<file path="src/rtl/des_round_controller.sv">
// des_round_controller
//
// Sequences one 16-round DES operation: initial permutation, then per round
// expansion -> S-box -> permutation (each waits for its finish flag) and a
// half swap for rounds 0..14, then the final permutation and a Done pulse.
// Every output is a flop loaded from the next-state decode, so each output
// shows the state the FSM is currently in.
//
// Configuration:
//   DES_DECRYPT_EN  defined   : Mode selects the decrypt key schedule
//                               (right rotations, zero shift in round 0).
//                   undefined : Mode is ignored and the encrypt schedule
//                               always applies; Key_Shift_Right stays 0.
//
// Ports:
//   clk                      rising-edge clock
//   rst                      synchronous active-high reset
//   Start                    start request, sampled only while idle
//   Mode                     0 = encrypt, 1 = decrypt, latched with Start
//   Expansion_Finish_Flag    expansion stage complete
//   SBox_Finish_Flag         S-box stage complete
//   Permutation_Finish_Flag  permutation stage complete
//   IP_Select .. FP_Select   stage enables, at most one high per cycle
//   Round[3:0]               current round index 0..15
//   Key_Shift_Valid          one-cycle key-schedule shift request
//   Key_Shift_Amount[1:0]    shift count, valid with Key_Shift_Valid
//   Key_Shift_Right          rotate direction, valid with Key_Shift_Valid
//   Busy                     operation in progress (INIT through FINAL)
//   Done                     one-cycle completion pulse

module des_round_controller (
    input  logic       clk,
    input  logic       rst,
    input  logic       Start,
    input  logic       Mode,
    input  logic       Expansion_Finish_Flag,
    input  logic       SBox_Finish_Flag,
    input  logic       Permutation_Finish_Flag,
    output logic       IP_Select,
    output logic       Expansion_Select,
    output logic       SBox_Select,
    output logic       Permutation_Select,
    output logic       Swap_Select,
    output logic       FP_Select,
    output logic [3:0] Round,
    output logic       Key_Shift_Valid,
    output logic [1:0] Key_Shift_Amount,
    output logic       Key_Shift_Right,
    output logic       Busy,
    output logic       Done
);

    typedef enum logic [2:0] {
        StIdle,
        StInit,
        StExpand,
        StSbox,
        StPermute,
        StSwap,
        StFinal,
        StDone
    } state_t;

    state_t     state_q, state_d;
    logic [3:0] round_d;
    logic       mode_eff;

    logic       ip_d, exp_d, sbox_d, perm_d, swap_d, fp_d;
    logic       ksv_d, ksr_d, busy_d, done_d;
    logic [1:0] ksa_d;

    // Key-schedule shift count for a round; dec selects the decrypt table.
    function automatic logic [1:0] shift_amount(input logic [3:0] rnd, input logic dec);
        logic [1:0] amt;
        if (rnd == 4'd0) begin
            amt = dec ? 2'd0 : 2'd1;
        end else if (rnd == 4'd1 || rnd == 4'd8 || rnd == 4'd15) begin
            amt = 2'd1;
        end else begin
            amt = 2'd2;
        end
        return amt;
    endfunction

`ifdef DES_DECRYPT_EN
    logic mode_q;

    always_ff @(posedge clk) begin
        if (rst) begin
            mode_q <= 1'b0;
        end else if (state_q == StIdle && Start) begin
            mode_q <= Mode;
        end
    end

    assign mode_eff = mode_q;
`else
    logic unused_mode;

    assign unused_mode = Mode;
    assign mode_eff    = 1'b0;
`endif

    // Next-state and round counter.
    always_comb begin
        state_d = state_q;
        round_d = Round;
        unique case (state_q)
            StIdle: begin
                if (Start) begin
                    state_d = StInit;
                    round_d = 4'd0;
                end
            end
            StInit:    state_d = StExpand;
            StExpand:  if (Expansion_Finish_Flag) state_d = StSbox;
            StSbox:    if (SBox_Finish_Flag) state_d = StPermute;
            StPermute: begin
                if (Permutation_Finish_Flag) begin
                    // The last round skips the swap.
                    state_d = (Round == 4'd15) ? StFinal : StSwap;
                end
            end
            StSwap: begin
                state_d = StExpand;
                round_d = Round + 4'd1;
            end
            StFinal:   state_d = StDone;
            StDone:    state_d = StIdle;
            default:   state_d = StIdle;
        endcase
    end

    // Output decode of the next state, so the flops track the state register.
    always_comb begin
        ip_d   = (state_d == StInit);
        exp_d  = (state_d == StExpand);
        sbox_d = (state_d == StSbox);
        perm_d = (state_d == StPermute);
        swap_d = (state_d == StSwap);
        fp_d   = (state_d == StFinal);
        done_d = (state_d == StDone);
        busy_d = (state_d != StIdle) && (state_d != StDone);
        // Shift request only on entry into EXPAND, not while it stalls.
        ksv_d  = (state_d == StExpand) && (state_q != StExpand);
        ksa_d  = ksv_d ? shift_amount(round_d, mode_eff) : 2'd0;
        ksr_d  = ksv_d & mode_eff;
    end

    always_ff @(posedge clk) begin
        if (rst) begin
            state_q            <= StIdle;
            Round              <= 4'd0;
            IP_Select          <= 1'b0;
            Expansion_Select   <= 1'b0;
            SBox_Select        <= 1'b0;
            Permutation_Select <= 1'b0;
            Swap_Select        <= 1'b0;
            FP_Select          <= 1'b0;
            Key_Shift_Valid    <= 1'b0;
            Key_Shift_Amount   <= 2'd0;
            Key_Shift_Right    <= 1'b0;
            Busy               <= 1'b0;
            Done               <= 1'b0;
        end else begin
            state_q            <= state_d;
            Round              <= round_d;
            IP_Select          <= ip_d;
            Expansion_Select   <= exp_d;
            SBox_Select        <= sbox_d;
            Permutation_Select <= perm_d;
            Swap_Select        <= swap_d;
            FP_Select          <= fp_d;
            Key_Shift_Valid    <= ksv_d;
            Key_Shift_Amount   <= ksa_d;
            Key_Shift_Right    <= ksr_d;
            Busy               <= busy_d;
            Done               <= done_d;
        end
    end

endmodule

</file>
<file path="config.mk">
export PLATFORM = sky130hd
export DESIGN_NAME = des_round_controller
export DESIGN_NICKNAME = d
export VERILOG_FILES = /design/src/rtl/des_round_controller.sv
export SDC_FILE = /design/constraint.sdc
export NUM_CORES = 1
export LEC_CHECK = 0
export ABC_AREA = 1
export BUFFER_PORTS_ARGS = -buffer_cell sky130_fd_sc_hd__buf_2
export CELL_PAD_IN_SITES_DETAIL_PLACEMENT = 1
export CELL_PAD_IN_SITES_GLOBAL_PLACEMENT = 2
export CORE_ASPECT_RATIO = 1.4
export CORE_MARGIN = 2
export CORE_UTILIZATION = 28
export DETAILED_ROUTE_END_ITERATION = 7
export GPL_ROUTABILITY_DRIVEN = 0
export PLACE_DENSITY = 0.91
export RECOVER_POWER = 50
export SLEW_MARGIN = 20
export SYNTH_ARGS = -nofsm -noshare
export SYNTH_HDL_FRONTEND = slang
export SYNTH_SLANG_ARGS = --single-unit
export TNS_END_PERCENT = 100
</file>
<file path="constraint.sdc">
create_clock -name clk -period 3.4 [get_ports clk]
set_input_delay 0.17 -clock clk [delete_from_list [all_inputs] [get_ports clk]]
set_output_delay 0.17 -clock clk [all_outputs]
set_load 0.03 [all_outputs]
</file>
# Yosys cells after proc, flatten, opt, wreduce, memory -nomap -nowiden
# Cells that the tools add are included.
# word_totals
register_bits,18
# classes
bitwise,1
n_eq_ne,20
n_addsub,1
n_reduce_logical,10
muxes,10
# ops
operator,n
$eq 3x3->1 const B,8
$pmux 3 s7,1
$eq 3x2->1 const B,4
$eq 4x4->1 const B,3
$mux 3,4
$pmux 4 s2,1
$eq 3x1->1 const B,2
$add 4x1->4 const B,1
$eq 4x1->1 const B,1
$logic_not 4->1,1
$mux 2,2
$mux 4,1
$reduce_or 2->1,2
$logic_not 3->1,1
$ne 3x2->1 const B,1
$ne 3x3->1 const B,1
$reduce_bool 3->1,1
$reduce_or 3->1,1
$logic_and 1x1->1,2
$logic_or 1x1->1,2
$mux 1,1
$not 1->1,1

# Longest topological paths before layout
# depth
ltp_word,8
ltp_mapped,11
depth_no_buf,11

# Worst setup path after synthesis
# No wires, ideal clock.
# synth_timing
kind,register -> register
start,reg Round[1]
end,reg Busy
n_path_buf,0
path_slack_ns,1.873
period_less_slack_ns,1.527
t_required_ns,3.288
setup_time_ns,0.112
path_stages_with_launch,9
t_arrival_ns,1.414
path_cell_list,dfxtp_1 -> ha_1 -> nand2_1 -> o21ai_2 -> nand2_1 -> nor2_2 -> nand3_1 -> nand2_1 -> nand2_1
# synth_between
elab_chain_cells,6
# synth_rtl
item,line,rtl
from (decl),45,"output logic [3:0] Round,"
from (signal assigned),167,Round <= round_d;
$eq 4x4->1 *,121,state_d = (Round == 4'd15) ? StFinal : StSwap;
$mux 2 *,121,
$mux 3 *,119,if (Permutation_Finish_Flag) begin
$pmux 3 s7 *,108,unique case (state_q)
$ne 3x3->1 or $reduce_bool 3->1 (tied branches),143,busy_d = (state_d != StIdle) && (state_d != StDone);
$logic_and 1x1->1 *,143,
to (signal assigned),177,Busy <= busy_d;
to (decl),49,"output logic Busy,"
# Mark *: on every way between the ends. The rest lies on a longest branch, timed or not.
# A chain may end at the register's enable or synchronous reset.

# Worst setup path in the final report
# Same ends and word-level chain as after synthesis.

==> Implementation_results.wiki <==
{| class="wikitable"
! Metric !! Value
|-
| Insertion delay of the later-clocked pin in the worst-skew pair || 250 ps
|-
| DRC viols || 0
|-
| Cell type contributing the most total cell area after synthesis || dfxtp_1
|-
| Placeable Area || 0.002849 mm^2
|-
| Total power density per cell area || 470.0 mW/mm^2
|-
| Worst-path maximum fanout || 6
|-
| Worst setup path startpoint || Round[1]
|-
| Final max-slew violation count || 0
|-
| Start point of the worst hold path || rst
|-
| # rows || 23
|-
| Clock-pin slew on the worst setup and hold paths || 70 ps
|-
| Per-cell via count in the routed design || 4.541
|-
| Wirelength, routed || 2081 um
|-
| Antenna viol nets, final || 0
|-
| Fin Clk Skew || 4.706 ps
|-
| Met1 Routed Length || 811 um
|-
| Most common cell after layout, fill and taps aside || nand2_1
|-
| CP max stage delay || 460 ps
|-
| Total standard cell area after synthesis || 835.8 um^2
|-
| Clock power share || 0.363
|-
| Number of global-route vias before repair || 866
|-
| Post-route total power || 0.0004746 W
|-
| Share of cells above drive strength 1 || 0.1351
|-
| Clock tree buffer depth || 2
|-
| Final Hold Violating Endpoints || 0
|-
| Critical Setup Path Class || reg2reg
|-
| Top delay family on crit path || simple AND/OR/NAND/NOR gates
|-
| Finish-stage setup viols || 0
|-
| Detailed-router iteration count before antenna repair || 3
|-
| Ordered list of cells on the worst path || ha_1 -> nand2_1 -> o21ai_2 -> nand2_1 -> nor2_2 -> nand3_1 -> nand2_1 -> nand2_1
|-
| Top layer reached by signal wires || met4
|-
| Post-Synthesis Mean Instance Area || 6.633 um^2
|-
| Worst min path class || in2reg
|-
| Accumulated negative setup slack || 0 ps
|-
| Root Buffer Master || clkbuf_8
|-
| Run status || finished, final reports clean
|-
| Minimum period implied by the final worst setup slack || 1546 ps
|-
| Dpl hpwl || 1737 um
|-
| Inserted Clock Buffers || 3
|-
| Switching share of power || 0.2772
|-
| Highest-delay cell along the critical path || dfxtp_1
|-
| Count of H-tree levels built during CTS || 1
|-
| Syn-to-layout area delta || 20.81%
|-
| CP dominant cell by count || nand2_1
|-
| Period utilisation layout || 0.4546
|-
| Highest-count cells in the layout ignoring fill and taps || nand2_1 (34), nor2_1 (21), dfxtp_1 (18), inv_1 (17), clkbuf_1 (13)
|-
| Mean routed wirelength per cell || 11.25 um
|-
| Die Outline Area || 0.003444 mm^2
|-
| Critical path buffer and inverter count || 0
|-
| R2r startpoint || Round[1]
|-
| Cells after DPL || 181
|-
| Setup crit start kind || flop
|-
| Count of placed standard cells in the final layout, fillers left out || 185
|-
| Number of filler cells placed in the layout || 384
|-
| Vertical die dimension || 68.65 um
|-
| Vias after detailed routing || 840
|-
| Worst vdd rail ir drop || 0.2137 mV
|-
| Number of input and output port buffers inserted || 20
|-
| Detailed-routed wire length on met3 || 96 um
|-
| Category of the worst setup path capture point || flop
|-
| Internal power || 0.0003431 W
|-
| Cell types with the largest area share after synthesis || dfxtp_1 (43%), nand2_1 (15%), nor2_1 (9.4%)
|-
| Width of the chip || 50.18 um
|-
| Yosys Warn Count || 0
|-
| Met2 Routed Length || 1155 um
|-
| Setup repair after global routing missed its margin || no
|-
| Number of instances resized during post-cts repair || 0
|-
| Number of synthesized register bits || 18
|-
| Area share of the largest cell type after synthesis || 0.4311
|-
| Data required, critical path || 3550 ps
|-
| FF+latch area || 360.3 um^2
|-
| Standby leakage power || 0.5481 nW
|-
| Post-CTS setup-driven buffer insertion count || 0
|-
| Initial Util || 0.2934
|-
| Number of cells produced by synthesis || 126
|-
| Total nets after synthesis || 134
|-
| Final-stage net count || 157
|-
| Global-route wire length before repair || 3691 um
|-
| GR Overflow Total || 0
|-
| Arrival @ worst endpoint || 1700 ps
|-
| Fraction of the yosys area taken by sequential cells || 0.4311
|-
| Number of DRC markers in iteration 0 || 12
|-
| Unique cell type count in the Yosys netlist || 17
|-
| Max capacitance violation total || 0
|-
| CTS tree || built
|-
| Antenna violations before repair || 0
|-
| Sinks on Clock Net || 18
|-
| Top Ports || 23
|-
| Pin count of the biggest net entering global routing || 12
|-
| Fmax || 647.0 MHz
|-
| Relative contribution of combinational cells to total power || 0.155
|-
| Total GRT Usage || 0.1398
|-
| Switching power total || 0.0001316 W
|-
| Multi-input combinational cell area || 385.4 um^2
|-
| Hold_buf cts || 0
|-
| Sequential share of power || 0.482
|-
| Number of diodes added for antenna fixing || 0
|}
## area by class of cell
cell class | instances | area share
flip-flops and latches | 18 | 0.3569
inverters | 21 | 0.07807
multi-input cells | 85 | 0.3817
well taps | 37 | 0.04585
clock buffers | 4 | 0.05452
repair buffers | 20 | 0.08302
## routing by layer
| metal | vias up | GRT usage |
|---|---|---|
| li1 | 435 | - |
| met1 | 382 | 0.1419 |
| met2 | 21 | 0.2878 |
| met3 | 2 | 0.02802 |
| met4 | 0 | 0.03125 |
| met5 | - | 0 |
## path summary, 6_finish.rpt
check	endpoint	slack, ps	cells past startpoint
worst max register to register	Busy	1850	8
worst max-delay path	Busy	1850	8
worst min-delay path	Round[1]	240	2
worst min register to register	Round[3]	530	2
## cell usage after synthesis, drive strengths merged
| cell | instances |
|---|---|
| nand2 | 34 |
| or2 | 1 |
| nand3 | 12 |
| buf | 1 |
| clkbuf | 1 |
| conb | 1 |
| dfxtp | 18 |
| nand4 | 6 |
| nor2 | 24 |
| o21ai | 1 |
| a21oi | 4 |
| inv | 21 |
| a31oi | 1 |
| ha | 1 |
## flip-flops by register name (all words and copies together) (netlist names)
name,flops
IP_Select,1
Swap_Select,1
FP_Select,1
Key_Shift_Valid,1
Key_Shift_Amount,2
Round,4
Expansion_Select,1
SBox_Select,1
Done,1
Permutation_Select,1
state_q,3
Busy,1
## per-stage QoR
stage          hold WS, ps    util  setup slack (ps)  instance area (um^2)
5_1_grt              250.3  0.3544              1662                  1010
3_3_place_gp         501.5  0.3408              1907                 970.9
4_1_cts              245.1  0.3601              1846                  1026
2_1_floorplan        265.3       -              1873                 835.8
3_5_place_dp         508.0  0.3408              1868                 970.9
6_report             240.5  0.3544              1854                  1010
## cell families (layout without fill, tap and decap cells)
logic type / after synthesis / in the layout / share of synthesized area
simple gates: 77 / 77 / 0.3997
buf+inv: 23 / 45 / 0.1078
flops: 18 / 18 / 0.4311
compound gates: 6 / 6 / 0.04192
fa+ha+maj: 1 / 1 / 0.01497
other cells: 1 / 1 / 0.004487
## power by group through the flow
stage | Sequential, W | Combinational [W] | Clock (W)
finish | 0.000229 | 0.0000737 | 0.000172
global route | 0.000230 | 0.0000842 | 0.000184
CTS | 0.000229 | 0.0000774 | 0.000178
detailed placement | 0.000234 | 0.0000768 | 0
global placement | 0.000233 | 0.0000744 | 0
floorplan | 0.000247 | 0.0000415 | 0
Power figures use the tool's default switching activity.
